$ cat src/rtl/divider16by8_if.sv
// Handshake and operand/result bundle for the sequential signed divider.
interface divider16by8_if #(parameter int WIDTH = 8);
  logic                 start;
  logic [2*WIDTH-1:0]   dividend;
  logic [WIDTH-1:0]     divisor;
  logic                 busy;
  logic                 done;
  logic [WIDTH-1:0]     quotient;
  logic [WIDTH-1:0]     remainder;
  logic                 overflow;
  logic                 divbyzero;

  modport master (
    output start, dividend, divisor,
    input  busy, done, quotient, remainder, overflow, divbyzero
  );

  modport slave (
    input  start, dividend, divisor,
    output busy, done, quotient, remainder, overflow, divbyzero
  );
endinterface

$ cat src/rtl/divider16by8.sv
// Signed 2W/W restoring divider, one quotient bit per clock,
// truncating toward zero with quotient saturation.
module divider16by8 #(
    parameter int WIDTH = 8
) (
    input logic          clk,
    input logic          rst_n,
    divider16by8_if.slave bus
);

    localparam int N  = 2 * WIDTH;
    localparam int CW = $clog2(N);
    localparam logic [N-1:0] PMAX = N'((1 << (WIDTH - 1)) - 1);
    localparam logic [N-1:0] NMAX = N'(1 << (WIDTH - 1));

    typedef enum logic [1:0] {IDLE, CALC, FIX} state_t;

    state_t         state, state_n;
    logic [CW-1:0]  cnt;
    logic [N-1:0]   dvd;
    logic [WIDTH:0] rem;
    logic [WIDTH-1:0] dabs;
    logic           sa, sb, dz;

    logic [WIDTH:0]   shl;
    logic             ge;
    logic             neg;
    logic [WIDTH-1:0] qfix, rfix;
    logic             ovfix;

    assign shl = {rem[WIDTH-1:0], dvd[N-1]};
    assign ge  = (shl >= {1'b0, dabs});
    assign bus.busy = (state != IDLE);

    always_ff @(posedge clk or negedge rst_n) begin
        if (!rst_n) state <= IDLE;
        else        state <= state_n;
    end

    always_comb begin
        state_n = state;
        unique case (state)
            IDLE:    if (bus.start) state_n = CALC;
            CALC:    if (cnt == CW'(N - 1)) state_n = FIX;
            FIX:     state_n = IDLE;
            default: state_n = IDLE;
        endcase
    end

    // dvd holds the quotient magnitude once all N bits are shifted in
    always_comb begin
        qfix  = '0;
        ovfix = 1'b0;
        rfix  = sa ? -rem[WIDTH-1:0] : rem[WIDTH-1:0];
        neg   = (sa ^ sb) && (dvd != '0);
        if (dz) begin
            rfix = '0;
        end else if (neg) begin
            if (dvd > NMAX) begin
                qfix  = {1'b1, {(WIDTH-1){1'b0}}};
                ovfix = 1'b1;
            end else begin
                qfix = -dvd[WIDTH-1:0];
            end
        end else if (dvd > PMAX) begin
            qfix  = {1'b0, {(WIDTH-1){1'b1}}};
            ovfix = 1'b1;
        end else begin
            qfix = dvd[WIDTH-1:0];
        end
    end

    always_ff @(posedge clk or negedge rst_n) begin
        if (!rst_n) begin
            cnt           <= '0;
            dvd           <= '0;
            rem           <= '0;
            dabs          <= '0;
            sa            <= 1'b0;
            sb            <= 1'b0;
            dz            <= 1'b0;
            bus.done      <= 1'b0;
            bus.quotient  <= '0;
            bus.remainder <= '0;
            bus.overflow  <= 1'b0;
            bus.divbyzero <= 1'b0;
        end else begin
            bus.done <= 1'b0;
            unique case (state)
                IDLE: begin
                    if (bus.start) begin
                        sa   <= bus.dividend[N-1];
                        sb   <= bus.divisor[WIDTH-1];
                        dz   <= (bus.divisor == '0);
                        dvd  <= bus.dividend[N-1] ?
                                -bus.dividend : bus.dividend;
                        dabs <= bus.divisor[WIDTH-1] ?
                                -bus.divisor : bus.divisor;
                        rem  <= '0;
                        cnt  <= '0;
                    end
                end
                CALC: begin
                    rem <= ge ? (shl - {1'b0, dabs}) : shl;
                    dvd <= {dvd[N-2:0], ge};
                    cnt <= cnt + 1'b1;
                end
                FIX: begin
                    bus.quotient  <= qfix;
                    bus.remainder <= rfix;
                    bus.overflow  <= ovfix;
                    bus.divbyzero <= dz;
                    bus.done      <= 1'b1;
                end
                default: ;
            endcase
        end
    end

endmodule

$ cat src/flat_wrapper.sv
// flat-port wrapper written by rule: the top's interface ports become plain ports
module divider16by8_flat 
#(
    parameter int WIDTH = 8
)
  (clk, rst_n, bus_start, bus_dividend, bus_divisor, bus_busy, bus_done, bus_quotient, bus_remainder, bus_overflow, bus_divbyzero);
  divider16by8_if #(.WIDTH(WIDTH)) bus_i ();
  input logic clk;
  input logic rst_n;
  input wire logic [$bits(bus_i.start)-1:0] bus_start;
  input wire logic [$bits(bus_i.dividend)-1:0] bus_dividend;
  input wire logic [$bits(bus_i.divisor)-1:0] bus_divisor;
  output wire logic [$bits(bus_i.busy)-1:0] bus_busy;
  output wire logic [$bits(bus_i.done)-1:0] bus_done;
  output wire logic [$bits(bus_i.quotient)-1:0] bus_quotient;
  output wire logic [$bits(bus_i.remainder)-1:0] bus_remainder;
  output wire logic [$bits(bus_i.overflow)-1:0] bus_overflow;
  output wire logic [$bits(bus_i.divbyzero)-1:0] bus_divbyzero;
  assign bus_i.start = bus_start;
  assign bus_i.dividend = bus_dividend;
  assign bus_i.divisor = bus_divisor;
  assign bus_busy = bus_i.busy;
  assign bus_done = bus_i.done;
  assign bus_quotient = bus_i.quotient;
  assign bus_remainder = bus_i.remainder;
  assign bus_overflow = bus_i.overflow;
  assign bus_divbyzero = bus_i.divbyzero;
  divider16by8 #(.WIDTH(WIDTH)) u_core (.clk(clk), .rst_n(rst_n), .bus(bus_i));
endmodule
$ cat config.mk
export PLATFORM = sky130hd
export DESIGN_NAME = divider16by8_flat
export DESIGN_NICKNAME = d
export VERILOG_FILES = /design/src/rtl/divider16by8_if.sv /design/src/rtl/divider16by8.sv /design/src/flat_wrapper.sv
export SDC_FILE = /design/constraint.sdc
export NUM_CORES = 1
export LEC_CHECK = 0
export BUFFER_PORTS_ARGS = -buffer_cell sky130_fd_sc_hd__buf_4
export CORE_UTILIZATION = 45
export CTS_CLUSTER_DIAMETER = 60
export DETAILED_ROUTE_END_ITERATION = 8
export MAX_ROUTING_LAYER = met4
export SLEW_MARGIN = 40
export SYNTH_ARGS = -nofsm -noshare
export SYNTH_HDL_FRONTEND = slang
export SYNTH_SLANG_ARGS = --single-unit
$ cat constraint.sdc
create_clock -name clk -period 2.25 [get_ports clk]
set_input_delay 0.5625 -clock clk [delete_from_list [all_inputs] [get_ports clk]]
set_output_delay 0.5625 -clock clk [all_outputs]
set_load 0.05 [all_outputs]
==> results of run 1 <==
-- metal layers --
| metal | vias up | global-route usage, % | part of all wire, % |
|---|---|---|---|
| li1 | 1595 | - | - |
| met1 | 1464 | 28.5 | 48 |
| met2 | 69 | 33.8 | 47 |
| met3 | 15 | 4.15 | 3.5 |
| met4 | 0 | 7.03 | 1.3 |
| met5 | - | - | 0 |
-- logic make-up after synthesis --
family          synth area share [%]
compound gates                  22.7
xor+xnor                        7.42
fa+ha+maj                       4.99
buf+inv                         4.44
flops                           41.0
mux                             2.22
simple gates                    17.3
-- how the worst min path moves through the flow --
stage | from | to
3_3_place_gp | u_core.bus.overflow | u_core.bus.overflow
4_1_cts | rst_n | u_core.bus.remainder[1]
6_report | rst_n | u_core.bus.remainder[4]
2_1_floorplan | rst_n | u_core.bus.divbyzero
3_5_place_dp | u_core.dabs[4] | u_core.dabs[4]
5_1_grt | rst_n | u_core.bus.remainder[2]
-- report_power, final --
group / leakage, nW / internal (W) / switching, W / total [W]
clock network: 0.0955 / 0.000549 / 0.000471 / 0.00102
logic: 1.15 / 0.00133 / 0.00172 / 0.00306
registers: 0.711 / 0.00149 / 0.000450 / 0.00194
-- cells in the mapped netlist, types with 5 or more instances --
cell,count
nor2b_1,5
a22oi_1,13
nand3_1,8
nand2b_1,7
a21oi_1,14
nor3_1,6
ha_1,13
xnor2_1,9
o21ai_0,54
nand4_1,5
dfrtp_1,60
clkbuf_1,17
nor2_1,23
nand2_1,50
mux2i_1,7
xor2_1,22
o41ai_1,5
inv_1,25
o31ai_1,8
-- layout make-up --
type	count	area [sq um]	share of cell area, %
clock buffers	10	138	3.13
inverters	25	93.8	2.13
well taps	102	128	2.90
multi-input cells	307	2010	45.6
flip-flops and latches	60	1500	34.1
repair buffers	61	462	10.5
clock inverters	6	70.1	1.59
-- through the flow --
stage | instances | cell area (sq um) | hold WS, ns | util (%)
after floorplan | 410 | 3660 | 0.267 | -
after global placement | 554 | 4170 | 0.461 | 53.4
after detailed placement | 554 | 4170 | 0.470 | 53.4
after CTS | 570 | 4380 | 0.315 | 56.1
after global routing | 571 | 4400 | 0.218 | 56.3
final | 571 | 4400 | 0.178 | 56.3
-- timing repair --
item                                    CTS  global route
hold buffers                              0             0
gates resized for setup                   0             2
endpoints found under the setup margin    0             1
endpoints found under the hold margin     0             0
buffers inserted                          0             1
-- sequential cells by signal, summed over array words and instances, names as in the netlist --
signal                count
u_core.dvd               16
u_core.bus.quotient       8
u_core.bus.remainder      8
u_core.dabs               8
u_core.rem                8
u_core.cnt                4
u_core.state              2
u_core.bus.divbyzero      1
u_core.bus.done           1
u_core.bus.overflow       1
u_core.dz                 1
u_core.sa                 1
u_core.sb                 1
==> summary.txt, run 1 <==
Placed design
  – Post-DP HPWL: 6210 um
  – Routability Congestion: 0.886
  – Setup WS pre-CTS: 0.133 ns
  – PortBufs: 46

Timing
  – Final setup viols: 0
  – Slew HR: 61.0%
  – Layout Skew: 0.0113 ns
  – Crit path time final: 2.09 ns
  – Period utilization: 92.9%
  – Max Clock Freq: 479 MHz
  – Final worst slack: 0.161 ns
  – RSZ-0062 raised after global routing: no
  – Final slew viol count: 0
  – Total Neg Setup Slack: 0 ns
  – Final count of hold timing violations: 0
  – Least-Margin Pin Slew: 0.585 ns

Yosys
  – Most used DFF post-synth: dfrtp_1
  – Number of synthesized flops with an enable pin: 0
  – Post-synth ARST share: 100%
  – Synthesized area: 3660 sq um
  – Cells after synthesis: 410
  – Share of the synthesized area in the top cell type: 41.0%
  – Synth top area cells: dfrtp_1, o21ai_0, xor2_1, nand2_1, ha_1
  – Post-synthesis register bit count: 60
  – Netlist cell types: 58
  – Syn_nets: 451
  – Mean Syn Cell Area: 8.93 sq um
  – Seq/Total Area, Yosys: 41.0%
  – Leading area contributor after synthesis: dfrtp_1
  – Yosys Warn Count: 0

Worst setup path
  – RR Startpoint: u_core.dvd[15]
  – CP Buf/Inv Count: 3
  – Setup crit start kind: flip-flop
  – Critical Path AT: 2.29 ns
  – CP Launch Point: u_core.dvd[15]
  – CP required: 2.45 ns
  – RR Endpoint: u_core.rem[4]
  – Destination of the critical timing path: u_core.rem[4]
  – Cells on worst reg2reg path: 10
  – Critical path's slowest cell: fa_1
  – Setup CP Type: reg2reg
  – CP endpoint kind: flip-flop
  – Most used cell, CP: inv_1
  – Worst-path maximum fanout: 4
  – R2r setup slk: 0.16 ns
  – Critical path's top delay family: adder cells
  – Critical-path cell list: inv_1 > ha_1 > inv_1 > fa_1 > a211oi_2 > buf_4 > nor2_1 > xor2_1 > mux2i_1 > o21ai_0
  – Worst path depth: 10
  – Worst stage delay on the critical path: 0.41 ns

Die
  – Site Rows: 32
  – Starting Density: 46.9%
  – Die Ht: 92.2 um
  – Die ar.: 8500 sq um
  – I/O Pins: 47
  – Core outline area: 7810 sq um
  – Chip width: 92.2 um

Routing
  – Post-route DRC: 0
  – Routed vias/inst: 5.50
  – Final ANT Viol Nets: 0
  – Wirelength, routed: 8390 um
  – Routed WL per cell: 14.7 um
  – Drt pass-1 iters: 4
  – Initial drt markers: 170
  – Vias: 3,143

Finish
  – Fill cell count: 712
  – Layout cell share with drive strength beyond 1: 19.2%
  – Area grow syn2layout: 20.1%
  – ANT cells: 0
  – Nets: 505
  – Most frequent cells in the layout: buf_4, dfrtp_1, o21ai_0

Global route
  – Largest net degree at the start of global routing: 61
  – GR Overflow Total: 0
  – Vias in the first global route: 3,010
  – First-pass GRT wire length: 14,200 um
  – Initial antenna violation count: 0
  – Gr usage total: 21.7%

Clock network
  – Root Driver: clkbuf_8
  – H-tree levels: 3
  – CTS Sinks: 60
  – Total CTS buffers: 9
  – Clk Latency, worst-skew pair: 0.34 ns
  – Reg clk slew, reported paths: 0.08 ns
  – Clk buf depth: 2
  – CTS tree: done

Flow run
  – MaxCap Viol Count: 0

Run status
  – Status: complete, no violations

Min path
  – Hold WC Path Type: in2async

Pwr
  – Worst IR drop on VDD: 0.654 mV
  – Total power: 0.00601 W
  – Leak: 1.96 nW
  – Power Dens Cells: 1370 nW/um^2
No activity file was read; power rests on OpenSTA's default activity.
==> run 2, diff against run 1 <==
--- a/config.mk
+++ b/config.mk
@@ -10,6 +10,7 @@
 export CTS_CLUSTER_DIAMETER = 60
 export DETAILED_ROUTE_END_ITERATION = 8
 export MAX_ROUTING_LAYER = met4
+export RECOVER_POWER = 100
 export SLEW_MARGIN = 40
 export SYNTH_ARGS = -nofsm -noshare
 export SYNTH_HDL_FRONTEND = slang
==> constraint.sdc (replaced) <==
create_clock -name clk -period 2.33 [get_ports clk]
set_input_delay 0.5825 -clock clk [delete_from_list [all_inputs] [get_ports clk]]
set_output_delay 0.5825 -clock clk [all_outputs]
set_load 0.05 [all_outputs]
==> run 2 against run 1 <==
Against the previous run:
- non-clock buffer count fell by 5
- register-to-register slack barely moved
- global-route usage fell by 0.17 points
- sequential share of layout area rose by 1.2 points
- combinational power fell by 10%
- die area did not move
- via count fell by 2.4%
- largest power group unchanged
==> summary.txt, run 2 (same netlist as run 1, synthesis figures left out) <==
Clock network
  – Total CTS buffers: 9 (unchanged)
  – Root Driver: clkbuf_8 (unchanged)
  – Postcts setup bufs: 0 (unchanged)
  – CTS tree: done (unchanged)
  – Clk buf depth: 2 (unchanged)
  – CTS Sinks: 60 (unchanged)
  – H-tree levels: 3 (unchanged)
  – Reg clk slew, reported paths: 0.08 ns (about the same)
  – Clk Latency, worst-skew pair: 0.34 ns (about the same)

Routing
  – Met3 wire len: 295 um (was 290 um)
  – Vias: 3,068 (was 3,143)
  – Wirelength, routed: 8310 um (was 8390 um)
  – Routed WL per cell: 14.7 um (about the same)
  – Final ANT Viol Nets: 0 (unchanged)
  – Routed vias/inst: 5.42 (was 5.50)
  – Top Layer Used: met4 (unchanged)
  – Drt pass-1 iters: 4 (unchanged)
  – Wl on met1: 4080 um (was 4070 um)
  – Post-route DRC: 0 (unchanged)
  – Met2 Wirelength: 3850 um (was 3930 um)
  – Initial drt markers: 110 (was 170)

Worst setup path
  – Cells on worst reg2reg path: 5 (was 10)
  – Critical Path AT: 2.40 ns (was 2.29 ns)
  – CP required: 2.55 ns (was 2.45 ns)
  – Critical path's slowest cell: or4_4 (was fa_1)
  – Critical path's top delay family: simple AND/OR/NAND/NOR gates (was adder cells)
  – CP Buf/Inv Count: 0 (was 3)
  – Critical-path cell list: or4_4 > nor3_2 > o21ai_1 > o21ai_0 > a22oi_1 (was inv_1 > ha_1 > inv_1 > fa_1 > a211oi_2 > buf_4 > nor2_1 > xor2_1 > mux2i_1 > o21ai_0)
  – Setup crit start kind: flip-flop (unchanged)
  – Setup CP Type: reg2reg (unchanged)
  – RR Endpoint: u_core.bus.quotient[3] (was u_core.rem[4])
  – RR Startpoint: u_core.dvd[10] (was u_core.dvd[15])
  – R2r setup slk: 0.16 ns (about the same)
  – CP endpoint kind: flip-flop (unchanged)
  – Worst stage delay on the critical path: 0.57 ns (was 0.41 ns)
  – Worst-path maximum fanout: 8 (was 4)

Global route
  – First-pass GRT wire length: 13,900 um (was 14,200 um)
  – GR Overflow Total: 0 (unchanged)
  – Vias in the first global route: 2,936 (was 3,010)
  – Initial antenna violation count: 0 (unchanged)
  – Gr usage total: 21.5% (was 21.7%)
  – Largest net degree at the start of global routing: 61 (unchanged)

Placed design
  – PortBufs: 46 (unchanged)
  – Routability Congestion: 0.892 (was 0.886)
  – Post-DP HPWL: 6150 um (was 6210 um)
  – Setup WS pre-CTS: 0.211 ns (was 0.133 ns)

Timing
  – Max Clock Freq: 460 MHz (was 479 MHz)
  – Final slew viol count: 0 (unchanged)
  – Least-Margin Pin Slew: 1.48 ns (was 0.585 ns)
  – Crit path time final: 2.17 ns (was 2.09 ns)
  – Final worst slack: 0.155 ns (was 0.161 ns)
  – Final count of hold timing violations: 0 (unchanged)
  – RSZ-0062 raised after global routing: no (unchanged)
  – Final setup viols: 0 (unchanged)
  – Layout Skew: 0.0153 ns (was 0.0113 ns)
  – Period utilization: 93.3% (was 92.9%)
  – Slew HR: 1.13% (was 61.0%)
  – Total Neg Setup Slack: 0 ns (unchanged)

Finish
  – Biggest register: u_core.dvd (unchanged)
  – Layout cell share with drive strength beyond 1: 13.1% (was 19.2%)
  – Max FFs per register: 16 (unchanged)
  – Nets: 500 (was 505)
  – Commonest non-fill, non-tap cell in the layout: dfrtp_1
  – Most frequent cells in the layout: dfrtp_1, o21ai_0, nand2_1 (was buf_4, dfrtp_1, o21ai_0)
  – Post-layout util: 54.3% (was 56.3%)
  – ANT cells: 0 (unchanged)
  – Area grow syn2layout: 15.9% (was 20.1%)

Min path
  – Hold endpoint: u_core.dabs[4]
  – Hold WC Path Type: reg2reg (was in2async)
  – WHS Path Cells: 2
  – Hold_sp: u_core.dabs[4]

Die
  – Die Ht: 92.2 um (unchanged)
  – Starting Density: 46.9% (unchanged)
  – I/O Pins: 47 (unchanged)
  – Die ar.: 8500 sq um (unchanged)
  – Site Rows: 32 (unchanged)
  – Core outline area: 7810 sq um (unchanged)
  – Chip width: 92.2 um (unchanged)

Pwr
  – Leak: 1.85 nW (was 1.96 nW)
  – Power Dens Cells: 1320 nW/um^2 (was 1370 nW/um^2)
  – Worst IR drop on VDD: 0.628 mV (was 0.654 mV)

Flow run
  – MaxCap Viol Count: 0 (unchanged)

Run status
  – Status: complete, no violations (unchanged)
run 2: cell count changes in the layout (fill, tap and decap cells not counted), moves of 2 or more:
cell	change
clkinv_4	+3
clkinv_2	+2
clkbuf_1	+22
clkbuf_2	+3
o21ai_0	+2
o21ai_1	-2
clkinvlp_4	-3
buf_4	-29
run 2: power by group:
| group | internal [W] | leakage, nW | switching (W) | total, W |
|---|---|---|---|---|
| Clock | 0.000499 | 0.104 | 0.000439 | 0.000938 |
| Combinational | 0.00115 | 1.04 | 0.00160 | 0.00275 |
| Sequential | 0.00144 | 0.711 | 0.000457 | 0.00189 |
| Total | 0.00309 | 1.85 | 0.00250 | 0.00559 |
run 2: layer usage:
| layer | vias to the layer above | track usage [%] |
|---|---|---|
| met3 | 8 | 4.64 |
| met2 | 55 | 33.0 |
| li1 | 1570 | - |
| met5 | - | - |
| met4 | 0 | 6.90 |
| met1 | 1435 | 28.4 |
run 2: how the worst max path moves through the flow:
stage | start | to | slack [ns] | cells after the start
detailed placement | bus_dividend[10] | u_core.dvd[15] | 0.21 | 5
global placement | bus_dividend[10] | u_core.dvd[15] | 0.22 | 5
floorplan | bus_dividend[10] | u_core.dvd[15] | 0.39 | 4
global route | u_core.rem[1] | u_core.rem[5] | 0.02 | 6
CTS | u_core.dvd[15] | u_core.rem[6] | 0.22 | 9
finish | u_core.dvd[10] | u_core.bus.quotient[3] | 0.16 | 5
run 2: area by class of cell:
cell class	instances	area, sq um
clock buffers	9	124
clock inverters	7	75.1
fillers	768	3560
inverters	25	93.8
multi-input cells	307	1990
flip-flops and latches	60	1500
well taps	102	128
repair buffers	56	330
run 2: worst reg2reg max path: stages, from the launching register on:
cell     delay, ns
dfrtp_1       0.39
or4_4         0.57
nor3_2        0.51
o21ai_1       0.27
o21ai_0       0.22
a22oi_1       0.11
run 2: stage by stage:
| stage | instance area [sq um] | std cells | hold WS, ns | total power [W] |
|---|---|---|---|---|
| final | 4240 | 566 | 0.477 | 0.00559 |
| after detailed placement | 4150 | 550 | 0.471 | 0.00472 |
| after floorplan | 3660 | 410 | 0.287 | 0.00398 |
| after CTS | 4350 | 566 | 0.334 | 0.00569 |
| after global placement | 4150 | 550 | 0.461 | 0.00468 |
| after global routing | 4240 | 566 | 0.504 | 0.00609 |
run 2: timing repair:
item                                    4_1_cts  5_1_grt
gates resized for setup                       0        1
endpoints found under the setup margin        0        1
hold buffers                                  0        0
